`config.mk`:
```
export PLATFORM = sky130hd
export DESIGN_NAME = alu_arbiter
export DESIGN_NICKNAME = d
export VERILOG_FILES = /design/src/rtl/alu_pkg.sv /design/src/rtl/Arithmetic.sv /design/src/rtl/alu_arbiter.sv
export SDC_FILE = /design/constraint.sdc
export NUM_CORES = 1
export LEC_CHECK = 0
export CAP_MARGIN = 40
export CORE_MARGIN = 4
export CORE_UTILIZATION = 45
export CTS_CLUSTER_SIZE = 12
export DETAILED_ROUTE_END_ITERATION = 6
export GPL_ROUTABILITY_DRIVEN = 0
export PLACE_DENSITY = 0.76
export SLEW_MARGIN = 20
export SYNTH_ARGS = -nofsm -noshare
export SYNTH_HDL_FRONTEND = slang
export SYNTH_SLANG_ARGS = --single-unit
```
`constraint.sdc`:
```
create_clock -name clk -period 2.8 [get_ports clk]
set_input_delay 0.56 -clock clk [delete_from_list [all_inputs] [get_ports clk]]
set_output_delay 0.56 -clock clk [all_outputs]
set_load 0.02 [all_outputs]
```
`src/rtl/alu_pkg.sv`:
```
// Shared opcode constants, arbiter state encoding and the latched-request struct.
// No timing of its own.
// No flow control of its own.
package alu_pkg;

    localparam logic [3:0] OP_ADD = 4'b0100;
    localparam logic [3:0] OP_INC = 4'b0101;
    localparam logic [3:0] OP_SUB = 4'b0110;
    localparam logic [3:0] OP_DEC = 4'b0111;

    typedef enum logic [1:0] {
        ARB_IDLE = 2'd0,
        ARB_EXEC = 2'd1,
        ARB_RESP = 2'd2
    } arb_state_t;

    typedef struct packed {
        logic [3:0] op;
        logic [3:0] a;
        logic [3:0] b;
    } alu_req_t;

    // The four legal opcodes share the 4'b01xx prefix.
    function automatic logic op_legal(input logic [3:0] op);
        return op[3:2] == 2'b01;
    endfunction

endpackage

```
`src/rtl/Arithmetic.sv`:
```
// 4-bit ADD/INC/SUB/DEC datapath with raw carry-out and signed overflow.
// Latency: combinational.
// Backpressure: none; the caller holds the operands steady.
module Arithmetic
    import alu_pkg::*;
(
    input  logic [3:0] a,
    input  logic [3:0] b,
    input  logic [3:0] op,
    output logic [3:0] arith_out,
    output logic       c,
    output logic       v
);

    logic [3:0] y;
    logic       cin;
    logic       en;
    logic [4:0] sum;

    // Every operation is a + y + cin; only y and cin depend on the opcode.
    always_comb begin
        y   = 4'b0000;
        cin = 1'b0;
        en  = 1'b1;
        case (op)
            OP_ADD: y = b;
            OP_INC: cin = 1'b1;
            OP_SUB: begin
                y   = ~b;
                cin = 1'b1;
            end
            OP_DEC: y = 4'b1111;
            default: en = 1'b0;
        endcase
    end

    assign sum       = {1'b0, a} + {1'b0, y} + {4'b0000, cin};
    assign arith_out = en ? sum[3:0] : 4'b0000;
    assign c         = en & sum[4];
    assign v         = en & (a[3] == y[3]) & (sum[3] != a[3]);

endmodule

```
`src/rtl/alu_arbiter.sv`:
```
// Round-robin arbiter sharing one Arithmetic unit between two requesters; ALU_ARB_OPCHK_EN adds rsp_err.
// Latency: response valid 2 cycles after the accept cycle (1 for a rejected opcode with ALU_ARB_OPCHK_EN).
// Backpressure: one op in flight; req_ready low until rsp_ready of the granted requester drains RESP.
module alu_arbiter
    import alu_pkg::*;
(
    input  logic       clk,
    input  logic       rst,
    input  logic [1:0] req_valid,
    output logic [1:0] req_ready,
    input  logic [3:0] req_a0,
    input  logic [3:0] req_a1,
    input  logic [3:0] req_b0,
    input  logic [3:0] req_b1,
    input  logic [3:0] req_op0,
    input  logic [3:0] req_op1,
    output logic [1:0] rsp_valid,
    input  logic [1:0] rsp_ready,
    output logic [3:0] rsp_result,
    output logic       rsp_c,
    output logic       rsp_v,
    output logic       rsp_err
);

    arb_state_t state;
    logic       prio;
    logic       gnt;
    alu_req_t   opnd;
    logic       sel;
    alu_req_t   sel_req;
    logic       xfer;
    logic [3:0] arith_out;
    logic       arith_c;
    logic       arith_v;

    // With both requesters valid the pointer decides; otherwise whoever is valid.
    always_comb begin
        sel       = (&req_valid) ? prio : req_valid[1];
        sel_req   = sel ? '{op: req_op1, a: req_a1, b: req_b1}
                        : '{op: req_op0, a: req_a0, b: req_b0};
        req_ready = 2'b00;
        if (state == ARB_IDLE && |req_valid) begin
            req_ready[sel] = 1'b1;
        end
    end

    assign xfer = |(req_valid & req_ready);

    Arithmetic u_arith (
        .a         (opnd.a),
        .b         (opnd.b),
        .op        (opnd.op),
        .arith_out (arith_out),
        .c         (arith_c),
        .v         (arith_v)
    );

`ifdef ALU_ARB_OPCHK_EN
    logic err_q;
    assign rsp_err = err_q;
`else
    assign rsp_err = 1'b0;
`endif

    always_ff @(posedge clk) begin
        if (rst) begin
            state      <= ARB_IDLE;
            prio       <= 1'b0;
            gnt        <= 1'b0;
            opnd       <= '0;
            rsp_valid  <= 2'b00;
            rsp_result <= 4'b0000;
            rsp_c      <= 1'b0;
            rsp_v      <= 1'b0;
`ifdef ALU_ARB_OPCHK_EN
            err_q      <= 1'b0;
`endif
        end else begin
            case (state)
                ARB_IDLE: begin
                    if (xfer) begin
                        opnd  <= sel_req;
                        gnt   <= sel;
                        state <= ARB_EXEC;
`ifdef ALU_ARB_OPCHK_EN
                        // Bad opcodes bypass the datapath and answer with an error.
                        if (!op_legal(sel_req.op)) begin
                            state      <= ARB_RESP;
                            rsp_valid  <= sel ? 2'b10 : 2'b01;
                            rsp_result <= 4'b0000;
                            rsp_c      <= 1'b0;
                            rsp_v      <= 1'b0;
                            err_q      <= 1'b1;
                        end
`endif
                    end
                end
                ARB_EXEC: begin
                    rsp_result <= arith_out;
                    rsp_c      <= arith_c;
                    rsp_v      <= arith_v;
                    rsp_valid  <= gnt ? 2'b10 : 2'b01;
                    state      <= ARB_RESP;
`ifdef ALU_ARB_OPCHK_EN
                    err_q      <= 1'b0;
`endif
                end
                ARB_RESP: begin
                    if (rsp_ready[gnt]) begin
                        rsp_valid <= 2'b00;
                        prio      <= ~gnt;
                        state     <= ARB_IDLE;
                    end
                end
                default: state <= ARB_IDLE;
            endcase
        end
    end

endmodule
```
=== Word-level counts from Yosys, hierarchy flattened ===
Cells that the tools add are included.

* Flip-flop bits (word level): 24
* Input port bits: 30
* Output and inout port bits: 11
* Logic and storage cells: 60

* $add $sub $neg: 2
* $lt $le $gt $ge: 3
* Equal/unequal tests: 10
* Mux-type cells: 16
* Bitwise operators: 6
* Reduce and logical (&&, ||, !) cells: 13

{| class="wikitable"
|+ Operator list
! cell !! count
|-
| $eq A4 B3 Y1 const B || 4
|-
| $mux W12 || 1
|-
| $pmux W4 S3 || 1
|-
| $reduce_and A2 Y1 || 5
|-
| $mux W2 || 4
|-
| $mux W1 || 6
|-
| $pmux W2 S3 || 1
|-
| $reduce_or A2 Y1 || 3
|-
| $add A4 B4 Y5 || 1
|-
| $add A5 B1 Y5 || 1
|-
| $lt A1 B2 Y1 const B || 2
|-
| $mux W4 || 1
|-
| $ne A2 B2 Y1 const B || 2
|-
| $not A4 Y4 || 1
|-
| $pmux W2 S2 || 1
|-
| $reduce_or A4 Y1 || 1
|-
| $and A1 B1 Y1 || 3
|-
| $and A2 B2 Y2 || 1
|-
| $eq A2 B1 Y1 const B || 1
|-
| $eq A2 B2 Y1 const B || 1
|-
| $logic_and A1 B1 Y1 || 2
|-
| $logic_not A2 Y1 || 1
|-
| $reduce_bool A2 Y1 || 1
|-
| $demux W1 S1 || 1
|-
| 4 further kinds || 4
|}

=== Longest topological paths before layout ===
Gate-level depths: netlist of run 1.

* Word-level depth: 11
* Gate-level depth with buffers: 8
* Mapped depth without buffers: 8

=== Hierarchy ===
From an unflattened synthesis of run 1, not the netlist that was laid out.

* Cell total of the unflattened synthesis: 172
* Area total of the unflattened synthesis: 1370.1 µm²

{| class="wikitable"
|+ By module, submodules not included
! module !! instances !! cells each !! area each (µm²) !! seq. area each (µm²)
|-
| alu_arbiter || 1 || 133 || 1091.0 || 480.5
|-
| Arithmetic || 1 || 39 || 279.0 || 0.0
|}

=== Worst setup path before layout of run 1 ===
OpenSTA, ideal clock, no wires.

* Kind: flip-flop to flip-flop
* Start: reg opnd[9] (netlist name)
* End: reg rsp_c
* Setup time: 0.129 ns
* Arrival time: 1.950 ns
* Data required time: 2.671 ns
* Slack: 0.722 ns
* Cell stages (with the launch flop): 9
* Path buffers: 1
* Clock period less this slack: 2.078 ns
* Cell sequence: dfxtp_1 clkbuf_1 xnor2_1 nor2_1 fa_1 fa_1 a21o_1 a21oi_1 o41ai_1

* Cells in the longest elaborated chain, start to end: 5
* Elaborated cells on any way between the ends: 12
* Those cells by class: add/sub: 2; eq/ne: 4; mux: 3; bitwise: 1; reduce/logical: 2

{| class="wikitable"
|+ RTL lines
! item !! RTL line !! source
|-
| start: declaration || alu_arbiter.sv:28 || <nowiki>alu_req_t opnd;</nowiki>
|-
| start signal: assignment || alu_arbiter.sv:82 || <nowiki>opnd <= sel_req;</nowiki>
|-
| $eq A4 B3 Y1 || Arithmetic.sv:25 || <nowiki>case (op)</nowiki>
|-
| $pmux W4 S3 / $reduce_or A2 Y1 (equally long branches) || -- ||
|-
| $add A4 B4 Y5 / $mux W1 (equally long branches) || Arithmetic.sv:37, Arithmetic.sv:25 ||
|-
| $add A5 B1 Y5 || Arithmetic.sv:37 || <nowiki>assign sum = {1'b0, a} + {1'b0, y} + {4'b0000, cin};</nowiki>
|-
| $and A1 B1 Y1 * || Arithmetic.sv:39 || <nowiki>assign c = en & sum[4];</nowiki>
|-
| end signal: assignment || alu_arbiter.sv:100 || <nowiki>rsp_c <= arith_c;</nowiki>
|-
| end: declaration || alu_arbiter.sv:20 || <nowiki>output logic rsp_c,</nowiki>
|}

Every way passes the cells marked *; elsewhere a longest branch is shown, timed or not.
A chain may end at the register's enable or synchronous reset.

=== Worst setup path after layout of run 1 ===
* Start: in req_valid[1]
* End: out req_ready[0]

* Cells in the longest elaborated chain, start to end: 7
* Elaborated cells on any way between the ends: 10
* Those cells by class: order compare: 2; mux: 4; reduce/logical: 4

{| class="wikitable"
|+ RTL lines
! item !! RTL line !! source
|-
| start: declaration || alu_arbiter.sv:9 || <nowiki>input logic [1:0] req_valid,</nowiki>
|-
| $reduce_and A2 Y1 || alu_arbiter.sv:38 || <nowiki>sel = (&req_valid) ? prio : req_valid[1];</nowiki>
|-
| $mux W1 || alu_arbiter.sv:38 ||
|-
| $lt A1 B2 Y1 (not written as such) / $ge A1 B1 Y1 (equally long branches) || alu_arbiter.sv:43 || <nowiki>req_ready[sel] = 1'b1;</nowiki>
|-
| $logic_and A1 B1 Y1 (not written as such) || alu_arbiter.sv:43 ||
|-
| $mux W1 (not written as such) || alu_arbiter.sv:43 ||
|-
| $demux W1 S1 || alu_arbiter.sv:43 ||
|-
| $mux W2 * || alu_arbiter.sv:42 || <nowiki>if (state == ARB_IDLE && |req_valid) begin</nowiki>
|-
| end: declaration || alu_arbiter.sv:10 || <nowiki>output logic [1:0] req_ready,</nowiki>
|}

Marked as above.

==> results.cfg, run 1 <==
[run_status]
status = finished clean

[worst_setup_path]
cp.required_ns = 2.24
start_kind = input pin
path_cells = clkdlybuf4s50_1 -> or2_1 -> and2_1 -> o21a_1 -> clkdlybuf4s50_1
slowest_delay_ns = 0.60
end_kind = output pin
crit_fanout = 3
crit_path_frequent_cell = clkdlybuf4s50_1
worstPathArrival_ns = 2.09
cpMaxStageDelayCell = clkdlybuf4s50_1
setup.worst_path.class = input pin to output pin

[drt]
first_pass_iters = 4
wl_per_cell_um = 13.7
drc_errors = 0
routed_wl_um = 3280
wl_met3_um = 183
vias = 1325
postRouteAntennaNets = 0
viasPerCell = 5.52
top_layer = met4
drt_iter0_markers = 33
route.layer.met1.wl_um = 1440
wl_met2_um = 1620

[layout]
nets = 232
stdcell_count = 240
regArea_um2 = 480
multi_input_area_um2 = 851
diodes = 0
n_fill_cell = 282
synthToLayoutAreaGrowth_pct = 31.4
layout-drive-gt1-share_pct = 9.69

[yosys]
yosysTopAreaCell = dfxtp_1
yosys_register_bits = 24
synthDistinctLibCells = 43
syn_avg_cell_area_um2 = 8.84
async_reset_ff_share_pct = 0
syn_nets = 197
synth_edf_count = 0
ys_seq_area_share_pct = 33.6
ys_warn_count = 0
synthCells = 162
mappedNetlistArea_um2 = 1430
synth_area_leaders = dfxtp_1, nand3b_1, a311oi_1
synth-main-ff-cell = dfxtp_1
synth_top_area_share_pct = 33.6

[cts]
cts_buffers = 3
htreeDepth = 1
cts-resized-gates = 0
cts_hold_buffers = 0
cts_setup_buffers = 0
clkLatencyLatePin_ns = 0.31
path_clk_slew_ns = 0.13
cts_tree = yes
cts_sinks = 24
root_buffer = clkbuf_4
cts_max_path_buffers = 2

[global_route]
grt_max_degree = 27
antenna_found_initial = 0
track_usage_pct = 17.3
grt_overflow = 0
grt_pass1_wl_um = 5810
grt_pass1_vias = 1346

[floorplan]
die_w_um = 64.4
die_h_um = 64.4
coreArea_um2 = 3050
ioPinCount = 41
start_util_pct = 46.9
die-area_um2 = 4150
rows = 20

[power]
seq_power_share_pct = 47.8
p_leak_nw = 0.666
power_w = 0.000855
switchingPower_w = 0.000260
power.density_nw_per_um2 = 454
swShare_pct = 30.5
p_int_w = 0.000594
p_clk_share_pct = 21.5
ir_drop_mv = 0.170
p_comb_share_pct = 30.6

[timing]
hold_viol = 0
tns_ns = 0
rsz0062_at_grt = false
layout_min_cycle_time_ns = 2.65
setup_viol = 0
finalCritPeriodShare_pct = 94.7
fin_ws_ns = 0.150
fin_skew_ns = 0.00115
final_max_slew_viol_count = 0
timing.fmax_ghz = 0.377

[placement]
pre_cts_ws_ns = 0.154
io_buffers = 39
hpwl_um = 2540
dp_cells = 236

[min_path]
hp-class = register to register

[run]
drv_cap = 0
## cells by family (layout without fill, tap and decap cells)
logic type	after synthesis	after routing	synth area share, %
xor gates and xnor gates	6	6	3.67
DFF	24	24	33.6
other	1	1	0.262
AOI/OAI and AO/OA	57	57	26.5
buffers and inverters	20	54	6.99
and+or+nand+nor	48	48	22.9
adders and majority gates	5	5	5.42
muxes	1	1	0.699
## flip-flops by register name (all words and copies together), names as in the netlist
| register | cells |
|---|---|
| state | 2 |
| rsp_result | 4 |
| rsp_c | 1 |
| gnt | 1 |
| prio | 1 |
| opnd | 12 |
| rsp_v | 1 |
| rsp_valid | 2 |
## power by group through the flow
| stage | clock, W | sequential [W] | combinational [W] |
|---|---|---|---|
| 2_1_floorplan | 0 | 0.000405 | 0.000182 |
| 3_3_place_gp | 0 | 0.000415 | 0.000254 |
| 3_5_place_dp | 0 | 0.000416 | 0.000262 |
| 4_1_cts | 0.000187 | 0.000409 | 0.000263 |
| 5_1_grt | 0.000202 | 0.000416 | 0.000290 |
| 6_report | 0.000184 | 0.000409 | 0.000262 |
## path summary, 6_finish.rpt
kind	slack, ns	end	depth (start not counted)	start
worst max-delay path	0.15	req_ready[0]	5	req_valid[1]
worst min-delay path	0.50	prio	2	prio
worst max register to register	0.63	rsp_c	8	opnd[8]
worst min register to register	0.50	prio	2	prio
## routing by layer
layer / track usage [%] / vias up
met5: 0 / -
met4: 5.54 / 0
met3: 3.51 / 4
met2: 31.6 / 40
met1: 19.8 / 616
li1: - / 665
## cell usage in the layout (no fill, tap or decap), types with 2 or more instances in the layout
cell,Yosys,layout
and2_1,2,2
o21bai_1,2,2
fa_1,2,2
clkdlybuf4s50_1,0,39
nor2_1,9,9
xnor2_1,5,5
clkbuf_4,0,3
a311oi_1,13,13
a21boi_0,2,2
inv_1,4,4
dfxtp_1,24,24
o21ai_0,13,13
nor2b_1,6,6
buf_4,2,7
a22oi_1,3,3
ha_1,3,3
a21oi_1,17,17
nand3b_1,17,17
## cell type report
| class | instances | share of cell area (%) |
|---|---|---|
| Timing Repair Buffer | 46 | 23.6 |
| Sequential cell | 24 | 25.5 |
| Clock buffer | 4 | 1.93 |
| Inverter | 4 | 0.798 |
| Multi-Input combinational cell | 118 | 45.2 |
| Tap cell | 44 | 2.93 |
## synthesized netlist by cell type (all sizes together), types with 2 or more instances
library cell and number:
a21boi 2, a22oi 3, nand3b 17, and3b 2
nor2b 6, a311oi 13, ha 3, nand2b 2
dfxtp 24, buf 6, inv 4, o21ai 13
and2 2, a21oi 17, clkbuf 10, fa 2
nor2 9, xnor2 5, o21bai 2
## per-stage QoR
stage	hold WS, ns	area [um2]	utilization, %
detailed placement	0.480	1840	60.4
CTS	0.500	1880	61.6
finish	0.499	1880	61.6
global placement	0.469	1840	60.4
floorplan	0.450	1430	-
global route	0.538	1880	61.6
## critical path: cells and delay by family
family | cells | cell delay (ns)
AOI/OAI and AO/OA | 1 | 0.14
buffers and inverters | 2 | 1.09
and+or+nand+nor | 2 | 0.29
Power figures use the tool's default switching activity.
==> run 2: changes to the inputs <==
- ABC_AREA: default -> 1
- PLACE_DENSITY: 0.76 -> 0.78
==> results.cfg, run 2 <==
[cts]
path_clk_slew_ns = 0.13
clkLatencyLatePin_ns = 0.31
cts_max_path_buffers = 2
cts-resized-gates = 0
htreeDepth = 1
cts_tree = yes
cts_setup_buffers = 0
cts_sinks = 24
cts_buffers = 3
cts_hold_buffers = 0
root_buffer = clkbuf_4

[yosys]
ys_warn_count = 0
yosys_register_bits = 24
synthDistinctLibCells = 25
synth_top_area_share_pct = 36.7
ys_seq_area_share_pct = 36.7
synth_commonest_cells = nand2_1, dfxtp_1, nor2_1
yosysTopAreaCell = dfxtp_1
syn_nets = 219
async_reset_ff_share_pct = 0
mappedNetlistArea_um2 = 1310
synth_area_leaders = dfxtp_1, nand2_1, a21oi_1
synth-main-ff-cell = dfxtp_1
yosysMostFrequentCell = nand2_1
synthCells = 184
synth_edf_count = 0
syn_avg_cell_area_um2 = 7.12

[min_path]
hp-class = register to register
hold_depth = 2
min_from = rsp_valid[1]
worstHoldEndpoint = rsp_valid[1]

[floorplan]
start_util_pct = 47.5
rows = 19
ioPinCount = 41
coreArea_um2 = 2760
die_w_um = 62.0
die-area_um2 = 3840
die_h_um = 62.0

[worst_setup_path]
crit_fanout = 3
end_kind = output pin
worstReg2RegEnd = rsp_c
reg2reg_slack_ns = 0.69
r2r_cells = 10
worstPathArrival_ns = 2.06
cp.required_ns = 2.24
slowest_delay_ns = 0.61
setup.worst_path.class = input pin to output pin
path_cells = clkdlybuf4s50_1 -> nor2_1 -> nor3_4 -> inv_1 -> nor2_1 -> clkdlybuf4s50_1
start_kind = input pin
r2r_start = opnd[9]
critPathLaunch = req_valid[1]
cpMaxStageDelayCell = clkdlybuf4s50_1

[global_route]
antenna_found_initial = 0
grt_pass1_vias = 1236
grt_pass1_wl_um = 4650
track_usage_pct = 16.0
grt_max_degree = 25
grt_overflow = 0

[placement]
hpwl_um = 2270
io_buffers = 39
pre_cts_ws_ns = 0.171

[layout]
diodes = 0
largest_reg_flops = 12
synthToLayoutAreaGrowth_pct = 31.6
top_regs = opnd: 12 flops, rsp_result: 4 flops
regMostFlops = opnd
layout-drive-gt1-share_pct = 8.56
finalCoreUtilization_pct = 62.5
n_fill_cell = 263
layout_common_cells = nand2_1, clkdlybuf4s50_1, dfxtp_1
final_common_cell = nand2_1
nets = 259

[drt]
vias = 1278
drt_iter0_markers = 31
wl_met3_um = 166
drc_errors = 0
first_pass_iters = 4
top_layer = met4
postRouteAntennaNets = 0
routed_wl_um = 2850
wl_per_cell_um = 11.2
viasPerCell = 5.05
wl_met2_um = 1420
route.layer.met1.wl_um = 1200

[timing]
final_max_slew_viol_count = 0
hold_viol = 0
setup_viol = 0
finalCritPeriodShare_pct = 93.5
rsz0062_at_grt = false
timing.fmax_ghz = 0.382
fin_skew_ns = 0.00313
fin_ws_ns = 0.181
tns_ns = 0
layout_min_cycle_time_ns = 2.62

[power]
power_w = 0.000782
ir_drop_mv = 0.291
power.density_nw_per_um2 = 454
p_leak_nw = 0.728

[run_status]
status = finished clean

[run]
drv_cap = 0
-- run 2: cell count changes in the layout (fill, tap and decap cells not counted), sizes merged, moves of 4 or more --
cell and delta:
nor2 +14, xnor2 -5, nand3b -17, buf -4, nand3 +7, inv +14
nor2b -6, nand2 +49, a21oi +9, a311oi -13
-- run 2: where the power goes --
group	switching (W)	internal, W	total, W	leakage, nW
clock network	0.000102	0.0000503	0.000152	0.0138
logic	0.000126	0.000109	0.000234	0.517
registers	0.0000239	0.000372	0.000396	0.197
total	0.000251	0.000531	0.000782	0.728
-- run 2: kinds of logic after synthesis --
family,count (synthesis),share of synthesized area [%]
other,1,0.286
DFF,24,36.7
AOI/OAI and AO/OA,46,21.1
xor gates and xnor gates,1,0.669
buffers and inverters,25,9.74
adders and majority gates,5,5.92
and+or+nand+nor,82,25.6
-- run 2: layer usage --
layer / vias to the layer above / GRT usage (%)
li1: 668 / -
met1: 565 / 15.7
met2: 35 / 30.5
met3: 10 / 2.89
met4: 0 / 9.70
met5: - / 0
-- run 2: critical path: cells and delay by family --
family        cells  cell delay (ns)
buf+inv           3             1.17
simple gates      3             0.32
-- run 2: how the worst max path moves through the flow --
stage                              end  slack (ns)  cells after the start
after detailed placement  req_ready[0]        0.17                      6
after global routing      req_ready[0]        0.06                      6
after global placement    req_ready[0]        0.20                      6
after floorplan                  rsp_c        0.92                     10
final                     req_ready[0]        0.18                      6
after CTS                 req_ready[0]        0.17                      6
-- run 2: area by class of cell --
class	instances	area, um2	share of cell area [%]
tap	31	38.8	2.25
inverter	18	67.6	3.92
multi-input combinational	135	702	40.7
clock buffer	3	22.5	1.31
timing repair buffer	42	413	23.9
sequential	24	480	27.9
-- run 2: through the flow --
step,hold slack (ns),cells,instance area (um2)
final,0.466,253,1720
after global routing,0.506,253,1720
after CTS,0.476,253,1720
after detailed placement,0.457,250,1700
after global placement,0.443,250,1700
after floorplan,0.429,184,1310
